### src/rtl/lift_gate_deadtime.sv
// Lift motor gate driver: per-leg dead-time insertion, fault latching and OPB control/status registers.
// Latency: PWM_IN pin to GATE_OUT is 3 OPB_CLK cycles (2 sync + 1 state); any fault or EN=0 forces gates low on the next edge.
module lift_gate_deadtime #(
  parameter int DT_WIDTH   = 8,
  parameter int DT_DEFAULT = 16
) (
  input  logic        OPB_CLK,
  input  logic        OPB_RST,
  input  logic [5:0]  PWM_IN,
  input  logic        FAULT_IN,
  input  logic [31:0] DT_ADDR,
  input  logic [31:0] DT_DI,
  input  logic        DT_WE,
  input  logic        DT_RE,
  output logic [31:0] DT_DO,
  output logic [5:0]  GATE_OUT,
  output logic        FAULT_IRQ
);

  typedef enum logic [1:0] {
    S_OFF  = 2'b00,
    S_LO   = 2'b01,
    S_HI   = 2'b10,
    S_DEAD = 2'b11
  } leg_state_t;

  logic [5:0]          pwm_s1_q, pwm_s2_q;
  logic                fin_s1_q, fin_s2_q;
  logic                en_q;
  logic [DT_WIDTH-1:0] dt_q;
  logic [3:0]          status_q, status_d;
  leg_state_t          state_q [3];
  leg_state_t          state_d [3];
  logic [DT_WIDTH-1:0] cnt_q [3];
  logic [DT_WIDTH-1:0] cnt_d [3];
  logic [1:0]          tgt_q [3];
  logic [1:0]          tgt_d [3];
  logic [5:0]          gate_q, gate_d;

  logic [5:0]          req;
  logic                fin;
  logic [3:0]          w1c;
  logic [2:0]          conflict;
  logic                force_off;
  logic [DT_WIDTH-1:0] dt_load;
  logic                unused_ok;

  assign req       = pwm_s2_q;
  assign fin       = fin_s2_q;
  assign unused_ok = ^{DT_ADDR[31:3], DT_DI};

  always_comb begin
    w1c = (DT_WE && DT_ADDR[2:0] == 3'd2) ? DT_DI[3:0] : 4'b0;
    for (int l = 0; l < 3; l++) begin
      conflict[l] = req[2*l+1] & req[2*l];
    end
    // Set terms are ORed in after the clear, so a simultaneous set wins.
    status_d[2:0] = (status_q[2:0] & ~w1c[2:0]) | conflict;
    status_d[3]   = (status_q[3] & ~w1c[3]) | fin;
    force_off     = (|status_d) | ~en_q;
    dt_load       = (dt_q == '0) ? DT_WIDTH'(1) : dt_q;

    gate_d = 6'b0;
    for (int l = 0; l < 3; l++) begin
      state_d[l] = state_q[l];
      cnt_d[l]   = cnt_q[l];
      tgt_d[l]   = tgt_q[l];
      if (force_off) begin
        state_d[l] = S_OFF;
        cnt_d[l]   = '0;
        tgt_d[l]   = 2'b00;
      end else begin
        case (state_q[l])
          S_OFF: begin
            if (req[2*l +: 2] == 2'b10)      state_d[l] = S_HI;
            else if (req[2*l +: 2] == 2'b01) state_d[l] = S_LO;
          end
          S_HI, S_LO: begin
            if (req[2*l +: 2] != ((state_q[l] == S_HI) ? 2'b10 : 2'b01)) begin
              state_d[l] = S_DEAD;
              cnt_d[l]   = dt_load;
              tgt_d[l]   = req[2*l +: 2];
            end
          end
          default: begin
            // Target follows the request but the running count is never reloaded.
            tgt_d[l] = req[2*l +: 2];
            if (cnt_q[l] <= DT_WIDTH'(1)) begin
              cnt_d[l] = '0;
              case (tgt_q[l])
                2'b10:   state_d[l] = S_HI;
                2'b01:   state_d[l] = S_LO;
                default: state_d[l] = S_OFF;
              endcase
            end else begin
              cnt_d[l] = cnt_q[l] - DT_WIDTH'(1);
            end
          end
        endcase
      end
      if (state_d[l] == S_HI)      gate_d[2*l +: 2] = 2'b10;
      else if (state_d[l] == S_LO) gate_d[2*l +: 2] = 2'b01;
    end
  end

  always_ff @(posedge OPB_CLK or posedge OPB_RST) begin
    if (OPB_RST) begin
      pwm_s1_q <= 6'b0;
      pwm_s2_q <= 6'b0;
      fin_s1_q <= 1'b0;
      fin_s2_q <= 1'b0;
      en_q     <= 1'b0;
      dt_q     <= DT_WIDTH'(DT_DEFAULT);
      status_q <= 4'b0;
      gate_q   <= 6'b0;
      for (int l = 0; l < 3; l++) begin
        state_q[l] <= S_OFF;
        cnt_q[l]   <= '0;
        tgt_q[l]   <= 2'b00;
      end
    end else begin
      pwm_s1_q <= PWM_IN;
      pwm_s2_q <= pwm_s1_q;
      fin_s1_q <= FAULT_IN;
      fin_s2_q <= fin_s1_q;
      if (DT_WE && DT_ADDR[2:0] == 3'd0) en_q <= DT_DI[0];
      if (DT_WE && DT_ADDR[2:0] == 3'd1) dt_q <= DT_DI[DT_WIDTH-1:0];
      status_q <= status_d;
      gate_q   <= gate_d;
      for (int l = 0; l < 3; l++) begin
        state_q[l] <= state_d[l];
        cnt_q[l]   <= cnt_d[l];
        tgt_q[l]   <= tgt_d[l];
      end
    end
  end

  always_comb begin
    DT_DO = 32'b0;
    if (DT_RE) begin
      case (DT_ADDR[2:0])
        3'd0:    DT_DO = {31'b0, en_q};
        3'd1:    DT_DO = 32'(dt_q);
        3'd2:    DT_DO = {22'b0, gate_q, status_q};
        3'd3:    DT_DO = {26'b0, pwm_s2_q};
        default: DT_DO = 32'b0;
      endcase
    end
  end

  assign GATE_OUT  = gate_q;
  assign FAULT_IRQ = |status_q;

endmodule

### config.mk
export PLATFORM = sky130hd
export DESIGN_NAME = lift_gate_deadtime
export DESIGN_NICKNAME = d
export VERILOG_FILES = /design/src/rtl/lift_gate_deadtime.sv
export SDC_FILE = /design/constraint.sdc
export NUM_CORES = 1
export LEC_CHECK = 0
export BUFFER_PORTS_ARGS = -buffer_cell sky130_fd_sc_hd__buf_4
export CORE_MARGIN = 2
export CORE_UTILIZATION = 53
export DETAILED_ROUTE_END_ITERATION = 16
export PLACE_DENSITY = 0.8
export SETUP_SLACK_MARGIN = 0.4
export SLEW_MARGIN = 20
export SYNTH_ARGS = -nofsm -noshare
export SYNTH_HDL_FRONTEND = slang
export SYNTH_SLANG_ARGS = --single-unit
### constraint.sdc
create_clock -name OPB_CLK -period 3 [get_ports OPB_CLK]
set_input_delay 0.6 -clock OPB_CLK [delete_from_list [all_inputs] [get_ports OPB_CLK]]
set_output_delay 0.6 -clock OPB_CLK [all_outputs]
set_load 0.005 [all_outputs]
==> impl_metrics.tcl, run 1 <==
set metrics [dict create \
    final_cell_mix "68 x dfrtp_1, 46 x nand2_1, 45 x buf_4, 44 x nor2_1, 32 x a21oi_1" \
    fin_hold_ws_ns 0.335 \
    place_hpwl_mm 6.97 \
    grt_pass1_vias 3291 \
    finalClockSkew_ns 0.00896 \
    ios 114 \
    period_needed_ns 2.41 \
    irDropWorstVdd_mv 0.271 \
    n_fill_cell 652 \
    synth.cell_area_sq_um 4270 \
    wire_per_inst_um 16.3 \
    arrival_ns 1.81 \
    worst-setup-path-type "in2out" \
    cts_resized 0 \
    track_usage_pct 23.3 \
    p_leak_nw 2.14 \
    drt-initial-drc-count 239 \
    yosys-top-cells-area "dfrtp_1 40%, ha_1 4.4%, buf_4 4.0%, nand2_1 4.0%, nor2_1 3.9%" \
    nets 588 \
    cp.required_ns 2.40 \
    num_vias 3587 \
    via_per_inst 5.93 \
    slew_headroom_pct 57.1 \
    critPathLaunchType "input pin" \
    synthFlopType "dfrtp_1" \
    wl_mm 9.89 \
    drc 0 \
    die_h_um 93.7 \
    num_rows 32 \
    cts.sinks 69 \
    port_buffers 38 \
    finalPower_mw 1.99 \
    design.core.area_sq_um 7770 \
    yosysWarningCount 0 \
    cts_made_buffers 9 \
    drive_gt1_share_pct 18.3 \
    p_per_area_nw_per_um2 418 \
    drv_cap 0 \
    seqCellArea_sq_um 1730 \
    hold_viol 0 \
    rrSetupSlack_ns 0.74 \
    min_path_type "in2async" \
    synth_top_area_share_pct 39.9 \
    netlist_instances 468 \
    clock-root-buffer "clkbuf_8" \
    syn_area_per_cell_sq_um 9.12 \
    rsz0062_at_grt "false" \
    synth_edf_count 0 \
    multi_input_area_sq_um 2230 \
    antenna_found_initial 0 \
    hold_buffers 0 \
    fin_tns_setup_ns 0 \
    critPathMaxFanout 10 \
    post_cts_buffers 0 \
    grt-ovfl-total 0 \
    drtPass1Iterations 5 \
    antenna_left 0 \
    htree_levels 3 \
    fin_area_sq_um 4760 \
    cts_buffer_depth 2 \
    cts.clk_slew.worst_paths_ns 0.08 \
    grt_pass1_wl_mm 15.9 \
    die_w_um 93.7 \
    critPathCaptureType "output pin" \
    synthDistinctLibCells 55 \
    fin_crit_sh_pct 80.5 \
    yosysSeqAreaShare_pct 40.5 \
    area_growth_pct 11.5 \
    mostFrequentLayoutCell "dfrtp_1" \
    outcome "complete, no violations" \
    worst_pin_slew_ns 0.642 \
    ys_ff_latch 69 \
    setup_viol 0 \
    start_util_pct 54.9 \
    clock_latency_ns 0.35 \
    drv_slew 0 \
    grt_max_degree 43 \
    placed_area_sq_um 4560 \
    yosys.area.top_type "dfrtp_1" \
    cts_tree "yes" \
    ys_async_sr_fraction_pct 100 \
    die-area_sq_um 8780 \
    n_antenna_cell 0 \
    fmax_mhz 414 \
    finalWeightedCongestion 0.882 \
]
[path summary, 6_finish.rpt]
kind | start | endpoint | depth (start not counted)
max in group asynchronous | OPB_RST | dt_q[4] | 3
setup reg to reg | state_q[5] | cnt_q[16] | 9
hold reg to reg | pwm_s1_q[5] | pwm_s2_q[5] | 0
min in group OPB_CLK | pwm_s1_q[5] | pwm_s2_q[5] | 0
setup / recovery | DT_ADDR[1] | DT_DO[1] | 5
hold / removal | OPB_RST | state_q[4] | 2
[layer usage]
layer | vias to the layer above | share of wire, % | track usage, %
met4 | 0 | 1.4 | 8.09
met1 | 1755 | 42 | 29.9
met5 | - | 0 | 0
met2 | 122 | 50 | 38.0
li1 | 1692 | - | -
met3 | 18 | 6.4 | 6.18
[where the power goes]
part / total [mW] / switching (mW) / internal [mW]
Sequential: 1.05 / 0.0749 / 0.970
Clock: 0.769 / 0.366 / 0.403
Combinational: 0.174 / 0.0867 / 0.0875
Total: 1.99 / 0.528 / 1.46
[area by class of cell]
class                      instances  share of cell area, %
inverter                          25                   1.97
timing repair buffer              47                   7.95
clock inverter                     6                   1.32
tap                              102                   2.68
clock buffer                      10                   2.89
sequential                        69                   36.3
multi-input combinational        346                   46.9
[Yosys cell counts (2+ instances only)]
cell type and instances:
a211oi_1 5, a21oi_1 32, a22o_1 9, a22oi_1 16, a311oi_1 3, a31oi_1 3
and3_1 3, and3b_1 5, buf_2 7, buf_4 23, buf_6 2, clkbuf_1 16
dfrtp_1 68, ha_1 15, inv_1 25, maj3_1 3, mux2_2 13, mux2i_1 8
nand2_1 46, nand2b_1 5, nand3_1 5, nor2_1 44, nor2b_1 14, nor3_1 11
nor3_2 3, nor3b_1 4, nor4_1 2, nor4b_1 2, nor4bb_1 3, o21ai_0 27
o311ai_0 6, o31ai_1 10, o41ai_1 4, or3_1 3, or4_1 2, or4b_2 2
[logic make-up after synthesis]
group	after synthesis	share of synthesized area (%)
and+or+nand+nor	162	20.2
buffers and inverters	74	9.12
AOI/OAI and AO/OA	122	19.2
other	1	0.0879
DFF	69	40.5
muxes	22	5.84
adders and majority gates	18	5.10
[metrics by stage]
| step | cells | util [%] | setup slack [ns] |
|---|---|---|---|
| after floorplan | 489 | - | 0.662 |
| after global placement | 589 | 58.7 | 0.576 |
| after detailed placement | 589 | 58.7 | 0.524 |
| after CTS | 605 | 61.2 | 0.613 |
| after global routing | 605 | 61.2 | 0.500 |
| final | 605 | 61.2 | 0.586 |
[flip-flops by register name, indices dropped and copies added, names as in the netlist, 4 cells and up]
| register | cells |
|---|---|
| pwm_s2_q | 6 |
| cnt_q | 24 |
| pwm_s1_q | 6 |
| status_q | 4 |
| GATE_OUT | 6 |
| dt_q | 8 |
| tgt_q | 6 |
| state_q | 6 |
[worst max-delay path, stage by stage]
cell and delay [ns]:
buf_4 0.15, nor2b_1 0.55, a22oi_1 0.18, nor2_1 0.19, buf_4 0.14
(Power assumes the default switching activity.)
==> run 2, diff against run 1 <==
==> constraint.sdc (replaced) <==
create_clock -name OPB_CLK -period 2.47 [get_ports OPB_CLK]
set_input_delay 0.494 -clock OPB_CLK [delete_from_list [all_inputs] [get_ports OPB_CLK]]
set_output_delay 0.494 -clock OPB_CLK [all_outputs]
set_load 0.005 [all_outputs]
==> impl_metrics.tcl, run 2 (same netlist as run 1, synthesis figures left out) <==
set metrics [dict create \
    arrival_ns 1.55 \
    cp.buffers_inverters 1 \
    p_per_area_nw_per_um2 498 \
    design.core.area_sq_um 7770 \
    htree_levels 3 \
    pwr-share-comb_pct 9.2 \
    die_h_um 93.7 \
    ios 114 \
    num_vias 3773 \
    antenna_left 0 \
    irDropWorstVdd_mv 0.383 \
    port_buffers 38 \
    grt_pass1_wl_mm 17.0 \
    die-area_sq_um 8780 \
    slew_headroom_pct 63.1 \
    slowest_delay_ns 0.48 \
    setup_viol 0 \
    reg_top3 "cnt_q x24, dt_q x8" \
    critPathTopFamily "multiplexers" \
    worst_pin_slew_ns 0.553 \
    rrSetupSlack_ns 0.49 \
    mostFrequentLayoutCell "dfrtp_1" \
    cts.clk_slew.worst_paths_ns 0.08 \
    cp.required_ns 1.98 \
    outcome "complete, no violations" \
    start_util_pct 54.9 \
    place_hpwl_mm 7.05 \
    drtPass1Iterations 5 \
    antenna_found_initial 0 \
    reg2reg_depth 7 \
    drv_cap 0 \
    fmax_mhz 490 \
    final_cell_mix "60 x dfrtp_1, 57 x buf_4, 46 x nand2_1, 44 x nor2_1, 32 x a21oi_1" \
    power_switching_share_pct 26.6 \
    clock_latency_ns 0.35 \
    cts_made_buffers 9 \
    critPathLaunch "en_q" \
    seqPwrFrac_pct 51.6 \
    cts_tree "yes" \
    critPathMaxFanout 3 \
    area_growth_pct 16.2 \
    power_switching_mw 0.656 \
    rsz0062_at_grt "true" \
    fin_hold_ws_ns 0.196 \
    wl_mm 10.7 \
    n_fill_cell 651 \
    drt-initial-drc-count 268 \
    internal_power_mw 1.81 \
    largest_reg_flops 24 \
    drv_slew 0 \
    rr_startpoint "state_q[2]" \
    wire_per_inst_um 17.2 \
    grt_max_degree 46 \
    top_register "cnt_q" \
    cts.sinks 69 \
    num_rows 32 \
    clock-root-buffer "clkbuf_8" \
    cts_buffer_depth 2 \
    clkPwrFrac_pct 39.3 \
    multi_input_area_sq_um 2280 \
    p_leak_nw 2.23 \
    crit_chain "mux4_2 > and2_1 > buf_4" \
    hold_viol 0 \
    fin_crit_sh_pct 82.6 \
    worst-setup-path-type "reg2out" \
    seqCellArea_sq_um 1740 \
    fin_tns_setup_ns 0 \
    min_path_type "in2async" \
    critPathLaunchType "flip-flop" \
    die_w_um 93.7 \
    slowest_stage "mux4_2" \
    nets 604 \
    period_needed_ns 2.04 \
    cp.depth 3 \
    n_antenna_cell 0 \
    track_usage_pct 24.6 \
    hold_buffers 0 \
    drc 0 \
    finalClockSkew_ns 0.00746 \
    drive_gt1_share_pct 23.5 \
    grt-ovfl-total 0 \
    via_per_inst 6.08 \
    critPathCaptureType "output pin" \
    finalWeightedCongestion 0.946 \
    grt_pass1_vias 3525 \
]
[run 2: changes by cell type in the layout (fill, tap and decap cells not counted), moves of 3 or more]
cell / change
buf_4: +12
dfrtp_1: -8
dfrtp_2: +8
buf_6: +3
[run 2: repair_timing]
action / CTS / global route
endpoints found under the hold margin: 0 / 0
pin swaps: 0 / 1
endpoints found under the setup margin: 18 / 30
gates resized for setup: 6 / 15
setup buffers: 6 / 9
gates cloned: 0 / 1
[run 2: power by group through the flow]
| stage | registers [mW] | clock network, mW | logic (mW) |
|---|---|---|---|
| after floorplan | 1.24 | 0 | 0.175 |
| after global placement | 1.29 | 0 | 0.200 |
| after detailed placement | 1.29 | 0 | 0.208 |
| after CTS | 1.27 | 0.985 | 0.213 |
| after global routing | 1.28 | 1.02 | 0.249 |
| final | 1.27 | 0.969 | 0.227 |
[run 2: area by class of cell]
class                   instances  share of cell area, %
multi-input cells             346                   46.0
repair buffers                 63                   10.2
clock buffers                  11                   3.05
well taps                     102                   2.57
inverters                      25                   1.97
flip-flops and latches         69                   35.0
clock inverters                 5                   1.19
[run 2: metrics by stage]
stage	cell area (sq um)	util, %	worst slack (ns)	instances	power, mW
floorplan	4350	-	0.406	489	1.41
global placement	4550	58.5	0.305	589	1.49
detailed placement	4550	58.5	0.254	589	1.50
CTS	4840	62.3	0.404	611	2.47
global route	4960	63.8	0.385	621	2.55
finish	4960	63.8	0.430	621	2.47
[run 2: worst paths after layout]
path / endpoint
max in group asynchronous: dt_q[4]
worst min-delay path: pwm_s1_q[1]
worst min register to register: pwm_s2_q[5]
worst max-delay path: DT_DO[0]
min in group OPB_CLK: pwm_s1_q[1]
worst max register to register: cnt_q[13]
[run 2: routing by layer]
metal  routed length (um)  up-vias  GRT usage, %
li1                     -     1720             -
met1                 4380     1876          31.5
met2                 5410      149          41.8
met3                  625       28          5.14
met4                  260        0          7.73
met5                    0        -             0
